<file path="config.mk">
export PLATFORM = sky130hd
export DESIGN_NAME = mem_stage
export DESIGN_NICKNAME = d
export VERILOG_FILES = /design/src/rtl/mem_stage.sv
export SDC_FILE = /design/constraint.sdc
export NUM_CORES = 1
export LEC_CHECK = 0
export BUFFER_PORTS_ARGS = -buffer_cell sky130_fd_sc_hd__buf_4
export CORE_AREA = 3 3 213 215
export DETAILED_ROUTE_END_ITERATION = 7
export DIE_AREA = 0 0 216 218
export PLACE_DENSITY = 0.69
export SLEW_MARGIN = 20
export SYNTH_ARGS = -nofsm -noshare
export SYNTH_HDL_FRONTEND = slang
export SYNTH_SLANG_ARGS = --single-unit
</file>
<file path="constraint.sdc">
create_clock -name clk -period 2.4 [get_ports clk]
set_input_delay 0.36 -clock clk [delete_from_list [all_inputs] [get_ports clk]]
set_output_delay 0.36 -clock clk [all_outputs]
set_load 0.005 [all_outputs]
</file>
<file path="src/rtl/mem_stage.sv">
// Pipeline memory stage: issues data-cache requests, aligns and extends load data,
// stalls upstream while an access is outstanding, and owns the MEM/WB register.
package mem_stage_pkg;
  typedef struct packed {
    logic [31:0] raw;
    logic [4:0]  rd;
    logic        is_load;
    logic        is_store;
    logic [2:0]  funct3;
  } decoded_inst_t;
endpackage

module mem_stage
  import mem_stage_pkg::*;
(
  input  logic          clk,
  input  logic          reset,
  input  logic          ex_is_bubble,
  input  decoded_inst_t ex_inst,
  input  logic [63:0]   ex_alu_result,
  input  logic [63:0]   ex_store_data,
  input  logic          wb_stall,
  input  logic          flush,
  output logic          mem_stall,
  output logic          req_valid,
  input  logic          req_ready,
  output logic [63:0]   req_addr,
  output logic          req_we,
  output logic [63:0]   req_wdata,
  output logic [7:0]    req_wstrb,
  input  logic          resp_valid,
  input  logic [63:0]   resp_data,
  output logic          misaligned,
  output logic          wb_is_bubble,
  output decoded_inst_t wb_inst,
  output logic [63:0]   wb_alu_result,
  output logic [63:0]   wb_mem_result
);

  typedef enum logic [2:0] {
    S_IDLE  = 3'd0,
    S_REQ   = 3'd1,
    S_WAIT  = 3'd2,
    S_HOLD  = 3'd3,
    S_DRAIN = 3'd4
  } state_t;

  state_t        state_q, state_d;
  logic          done_s;
  logic          mem_op_s;
  logic [2:0]    off_s;
  logic [5:0]    shamt_s;
  logic [3:0]    bytes_s;
  logic [7:0]    base_strb_s;
  logic          cross_s;
  logic [63:0]   shifted_s;
  logic [63:0]   load_ext_s;
  logic [63:0]   mem_res_s;

  logic          wb_bubble_q;
  decoded_inst_t wb_inst_q;
  logic [63:0]   wb_alu_q;
  logic [63:0]   wb_mem_q;
  logic          buf_bubble_q;
  decoded_inst_t buf_inst_q;
  logic [63:0]   buf_alu_q;
  logic [63:0]   buf_mem_q;

  // Access decode, request formatting and load-data extraction
  always_comb begin
    mem_op_s  = !ex_is_bubble && (ex_inst.is_load || ex_inst.is_store);
    off_s     = ex_alu_result[2:0];
    shamt_s   = {off_s, 3'b000};
    shifted_s = resp_data >> shamt_s;
    case (ex_inst.funct3[1:0])
      2'd0: begin
        bytes_s     = 4'd1;
        base_strb_s = 8'h01;
        load_ext_s  = ex_inst.funct3[2] ? {56'd0, shifted_s[7:0]}
                                        : {{56{shifted_s[7]}}, shifted_s[7:0]};
      end
      2'd1: begin
        bytes_s     = 4'd2;
        base_strb_s = 8'h03;
        load_ext_s  = ex_inst.funct3[2] ? {48'd0, shifted_s[15:0]}
                                        : {{48{shifted_s[15]}}, shifted_s[15:0]};
      end
      2'd2: begin
        bytes_s     = 4'd4;
        base_strb_s = 8'h0F;
        load_ext_s  = ex_inst.funct3[2] ? {32'd0, shifted_s[31:0]}
                                        : {{32{shifted_s[31]}}, shifted_s[31:0]};
      end
      default: begin
        bytes_s     = 4'd8;
        base_strb_s = 8'hFF;
        load_ext_s  = shifted_s;
      end
    endcase
    cross_s   = ({1'b0, off_s} + bytes_s) > 4'd8;
    req_addr  = {ex_alu_result[63:3], 3'b000};
    req_we    = ex_inst.is_store;
    req_wdata = ex_store_data << shamt_s;
    req_wstrb = base_strb_s << off_s;
    if (!ex_is_bubble && ex_inst.is_load) begin
      mem_res_s = load_ext_s;
    end else begin
      mem_res_s = 64'd0;
    end
  end

  // Handshake control, completion detection and stall generation
  always_comb begin
    req_valid = 1'b0;
    done_s    = 1'b0;
    state_d   = state_q;
    case (state_q)
      S_IDLE: begin
        if (mem_op_s) begin
          req_valid = !flush;
          if (req_ready) begin
            if (ex_inst.is_store) begin
              done_s = 1'b1;
            end else begin
              state_d = S_WAIT;
            end
          end else begin
            state_d = S_REQ;
          end
        end else begin
          done_s = 1'b1;
        end
      end
      S_REQ: begin
        req_valid = !flush;
        if (req_ready) begin
          if (ex_inst.is_store) begin
            done_s = 1'b1;
          end else begin
            state_d = S_WAIT;
          end
        end else begin
          state_d = S_REQ;
        end
      end
      S_WAIT: begin
        if (resp_valid) begin
          done_s = 1'b1;
        end else begin
          state_d = S_WAIT;
        end
      end
      S_HOLD: begin
        if (!wb_stall) begin
          state_d = S_IDLE;
        end else begin
          state_d = S_HOLD;
        end
      end
      S_DRAIN: begin
        if (resp_valid) begin
          state_d = S_IDLE;
        end else begin
          state_d = S_DRAIN;
        end
      end
      default: begin
        state_d = S_IDLE;
      end
    endcase

    if (done_s) begin
      state_d = wb_stall ? S_HOLD : S_IDLE;
    end else begin
      state_d = state_d;
    end

    // A response still owed by the cache must be swallowed before reuse
    if (flush) begin
      if ((state_q == S_WAIT || state_q == S_DRAIN) && !resp_valid) begin
        state_d = S_DRAIN;
      end else begin
        state_d = S_IDLE;
      end
      mem_stall = (state_d == S_DRAIN);
    end else begin
      mem_stall = !((done_s || state_q == S_HOLD) && !wb_stall);
    end

    misaligned = mem_op_s && cross_s && (state_q == S_IDLE);

    if (reset) begin
      req_valid  = 1'b0;
      mem_stall  = 1'b0;
      misaligned = 1'b0;
    end else begin
      req_valid  = req_valid;
    end
  end

  // State, completion buffer and MEM/WB register
  always_ff @(posedge clk) begin
    if (reset) begin
      state_q      <= S_IDLE;
      wb_bubble_q  <= 1'b1;
      wb_inst_q    <= '0;
      wb_alu_q     <= 64'd0;
      wb_mem_q     <= 64'd0;
      buf_bubble_q <= 1'b1;
      buf_inst_q   <= '0;
      buf_alu_q    <= 64'd0;
      buf_mem_q    <= 64'd0;
    end else begin
      state_q <= state_d;
      if (flush) begin
        wb_bubble_q <= 1'b1;
      end else if (done_s && !wb_stall) begin
        wb_bubble_q <= ex_is_bubble;
        wb_inst_q   <= ex_inst;
        wb_alu_q    <= ex_alu_result;
        wb_mem_q    <= mem_res_s;
      end else if (state_q == S_HOLD && !wb_stall) begin
        wb_bubble_q <= buf_bubble_q;
        wb_inst_q   <= buf_inst_q;
        wb_alu_q    <= buf_alu_q;
        wb_mem_q    <= buf_mem_q;
      end
      if (done_s && wb_stall && !flush) begin
        buf_bubble_q <= ex_is_bubble;
        buf_inst_q   <= ex_inst;
        buf_alu_q    <= ex_alu_result;
        buf_mem_q    <= mem_res_s;
      end
    end
  end

  assign wb_is_bubble  = wb_bubble_q;
  assign wb_inst       = wb_inst_q;
  assign wb_alu_result = wb_alu_q;
  assign wb_mem_result = wb_mem_q;

endmodule

</file>
==> impl_table.tex <==
\begin{tabular}{lr}
\hline
Metric & Value \\
\hline
\multicolumn{2}{l}{\textbf{Run status}} \\
\quad Run status & finished clean \\
\multicolumn{2}{l}{\textbf{STA}} \\
\quad Final critical delay including setup and external delays & 2304 ps \\
\quad RSZ-0062 raised after global routing & true \\
\quad Final clock period utilization by the worst path & approximately 96\% \\
\quad Final worst clock skew & approximately 15 ps \\
\quad Number of hold violations in the final report & 0 \\
\quad Final setup fails & 0 \\
\quad Headroom to the max-slew limit & between 40 and 50\% \\
\quad Setup TNS & 0 ps \\
\quad Slew at the pin closest to its max-slew limit & between 800 and 900 ps \\
\quad Max-slew violations & 0 \\
\quad Highest achievable clock rate & about 430 MHz \\
\multicolumn{2}{l}{\textbf{Critical path}} \\
\quad CP arrival & around 1900 ps \\
\quad Critical path type & flop to primary output \\
\quad Setup crit start & state\_q[2] \\
\quad Endpoint of the worst register-to-register path & buf\_alu\_q[2] \\
\quad Required time worst endpoint & 2040 ps \\
\quad Critical-path maximum fanout & 7 \\
\quad Capturing instance or port of the critical path & mem\_stall \\
\quad Critical path launch point type & flop \\
\quad Launch instance of the worst register-to-register path & state\_q[1] \\
\quad Number of cells traversed by the worst register-to-register path & 7 \\
\quad Critical Path End Type & primary output \\
\quad R2R setup slack & $\sim$140 ps \\
\multicolumn{2}{l}{\textbf{Synth}} \\
\quad Area of the mapped netlist & between 0.015 and 0.02 sq mm \\
\quad Top-area cell type share of the netlist area & 37.92\% \\
\quad Number of flops mapped to enable cells by yosys & 0 \\
\quad Yosys synthesis warning count & 0 \\
\quad Post-synthesis sequential area ratio & between 30\% and 40\% \\
\quad Synth async-reset ratio & 0\% \\
\quad Top area cells in the synthesized netlist & sky130\_fd\_sc\_hd\_\_dfxtp\_1 38\%, sky130\_fd\_sc\_hd\_\_nand2\_1 10\%, sky130\_fd\_sc\_hd\_\_nor2\_1 6.7\%, sky130\_fd\_sc\_hd\_\_a21oi\_1 5.5\%, sky130\_fd\_sc\_hd\_\_mux2i\_1 5.3\% \\
\quad Most used flip-flop cell after synthesis & sky130\_fd\_sc\_hd\_\_dfxtp\_1 \\
\quad Seq cells post-synth & 345 \\
\quad Mapped Avg Cell Area & 7.837 sq um \\
\quad Number of instances in the synthesized netlist & $\sim$2,300 \\
\quad Dominant cell type by area after synthesis & sky130\_fd\_sc\_hd\_\_dfxtp\_1 \\
\quad Netlist cell types & between 50 and 60 \\
\multicolumn{2}{l}{\textbf{Floorplan}} \\
\quad Core Box Area & 0.04393 sq mm \\
\quad Row count & between 70 and 80 \\
\quad Initial core utilization & between 40\% and 50\% \\
\quad Die Footprint & 0.04709 sq mm \\
\quad Number of I/O pins & 552 \\
\quad Die W & 216 microns \\
\quad Die height & 218 microns \\
\multicolumn{2}{l}{\textbf{Drt}} \\
\quad Drt total wl & between 60 and 70 mm \\
\quad Vias after detailed routing & $\sim$19,000 \\
\quad Average wire per standard cell & between 20 and 25 microns \\
\quad DR iter-0 viols & 1,417 \\
\quad Iteration count of the initial detailed-routing pass & 7 \\
\quad Count of unresolved DRC violations after routing & 0 \\
\quad Via/cell ratio & around 5.5 \\
\quad Number of nets still failing antenna checks after routing & 0 \\
\multicolumn{2}{l}{\textbf{Flow run}} \\
\quad Max-capacitance violation count & 0 \\
\multicolumn{2}{l}{\textbf{Pwr}} \\
\quad Lkg Pwr & 10.14 nW \\
\quad Power density of the placed cells & $\sim$650 mW/mm\^{}2 \\
\quad Largest voltage drop on the vdd net & about 0.44 mV \\
\multicolumn{2}{l}{\textbf{Finish}} \\
\quad Most frequent cells in the layout & 638 x sky130\_fd\_sc\_hd\_\_buf\_4, 501 x sky130\_fd\_sc\_hd\_\_nand2\_1, 344 x sky130\_fd\_sc\_hd\_\_dfxtp\_1 \\
\quad Fraction of final layout cells with drive strength greater than 1 & 30.97\% \\
\quad Total number of nets in the final design & 2,997 \\
\quad Signed area change from the synthesized netlist to the final layout & 33.95\% \\
\quad Layout Utilization & 55.53\% \\
\quad Most common cell after layout, fill and taps aside & sky130\_fd\_sc\_hd\_\_buf\_4 \\
\multicolumn{2}{l}{\textbf{Placed design}} \\
\quad Number of port buffers & about 550 \\
\quad Routability congestion estimate from global placement & 0.9759 \\
\quad Placed wire-length estimate & around 50 mm \\
\multicolumn{2}{l}{\textbf{CTS}} \\
\quad Clock latency at the later pin of the worst-skew pair & 550 ps \\
\quad Number of buffers on the longest clock path & 3 \\
\quad Sinks on Clock Net & 345 \\
\quad Clock buffer count from CTS & 38 \\
\quad H-Tree Level Count & 2 \\
\quad Root Buffer & sky130\_fd\_sc\_hd\_\_clkbuf\_16 \\
\quad CTS tree & built \\
\quad Clock-pin slew on the worst setup and hold paths & about 60 ps \\
\multicolumn{2}{l}{\textbf{Global routing}} \\
\quad All-Layer GR Usage & a little over a quarter \\
\quad Initial antenna violation count & 2 \\
\quad First-pass GRT wire length & approximately 100 mm \\
\quad Via count of the first global-routing pass & $\sim$18,000 \\
\quad Maximum number of pins on one net before global-route repair & 130 \\
\quad Total congestion overflow & 0 \\
\multicolumn{2}{l}{\textbf{Hold path}} \\
\quad Class of the tightest hold or removal check & input pin to flop \\
\hline
\end{tabular}
## sequential cells by signal, indices dropped and copies added, names as in the netlist
name and flops:
wb_is_bubble 1, state_q 3, buf_bubble_q 1, buf_alu_q 64, wb_alu_result 64, wb_inst 42
buf_mem_q 64, wb_mem_result 64, buf_inst_q 42
## power by group
part | switching (mW) | leakage, nW | internal [mW]
logic | 1.88 | 6.68 | 1.62
registers | 0.189 | 2.81 | 6.06
clock network | 2.41 | 0.644 | 3.76
## cell families after synthesis
family	after synthesis	share of synthesized area (%)
AOI/OAI and AO/OA	548	20.99
xor gates and xnor gates	2	0.09620
adders and majority gates	4	0.3160
buffers and inverters	295	7.935
DFF	345	37.92
muxes	179	11.58
other	1	0.02059
and+or+nand+nor	950	21.14
## final cells by class
| class | count | area [sq um] |
|---|---|---|
| antenna | 1 | 2.502 |
| inverter | 7 | 26.28 |
| fill | 4055 | 19540 |
| clock buffer | 49 | 1054 |
| timing repair buffer | 674 | 5469 |
| clock inverter | 16 | 255.2 |
| sequential | 345 | 6908 |
| multi-input combinational | 1686 | 9941 |
| tap | 592 | 740.7 |
## layer usage
metal	vias up	share of wire, %	global-route usage [%]
met5	-	0.019	0
met4	2	5.2	13.37
met3	163	7.9	6.577
met2	742	47	45.61
met1	8834	40	32.70
li1	8928	-	-
## metrics by stage
step | instance area, sq um | total power [mW] | instances | hold slack (ps) | worst slack, ps
2_1_floorplan | 18220 | 8.121 | 2326 | 436.4 | 27.62
3_3_place_gp | 22930 | 9.762 | 3300 | 441.6 | -314.5
3_5_place_dp | 22930 | 9.819 | 3300 | 446.7 | -376.3
4_1_cts | 24270 | 15.98 | 3366 | 35.83 | 2.856
5_1_grt | 24400 | 16.57 | 3370 | 47.97 | -39.93
6_report | 24400 | 15.91 | 3370 | 65.02 | 95.84
## worst min path at each step
stage / startpoint / to / slack [ps] / depth (start not counted)
after CTS: ex_inst[26] / buf_inst_q[26] / 40 / 3
final: ex_inst[21] / buf_inst_q[21] / 70 / 3
after floorplan: buf_mem_q[15] / buf_mem_q[15] / 440 / 2
after global placement: buf_inst_q[12] / buf_inst_q[12] / 440 / 2
after detailed placement: buf_inst_q[21] / buf_inst_q[21] / 450 / 2
after global routing: ex_inst[16] / buf_inst_q[16] / 50 / 3
## what timing repair did
action                                  CTS  global route
gates cloned                              0             2
hold buffers                              1             0
hold endpoints to repair                  1             0
endpoints found under the setup margin   21           214
resized for setup                         6            12
buffers inserted                          0             2
## cell usage after synthesis (all sizes together), types with 5 or more instances
| library cell | number |
|---|---|
| o22ai | 29 |
| a211oi | 39 |
| nor2 | 327 |
| a221oi | 41 |
| a21oi | 199 |
| nand2 | 501 |
| nand2b | 8 |
| o211ai | 5 |
| nor3 | 54 |
| dfxtp | 345 |
| nor4 | 12 |
| a22o | 39 |
| inv | 7 |
| and3 | 11 |
| nor2b | 14 |
| mux4 | 19 |
| o21a | 11 |
| mux2 | 64 |
| a311oi | 106 |
| o31a | 8 |
| clkbuf | 148 |
| buf | 140 |
| mux2i | 96 |
| o21ai | 59 |
## critical path: stages (launching register included)
cell and delay, ps:
sky130_fd_sc_hd__dfxtp_1 440, sky130_fd_sc_hd__buf_4 200, sky130_fd_sc_hd__nor3_2 60, sky130_fd_sc_hd__and3_4 160, sky130_fd_sc_hd__buf_4 160, sky130_fd_sc_hd__a211oi_2 210, sky130_fd_sc_hd__buf_4 180
Power figures use the tool's default switching activity.
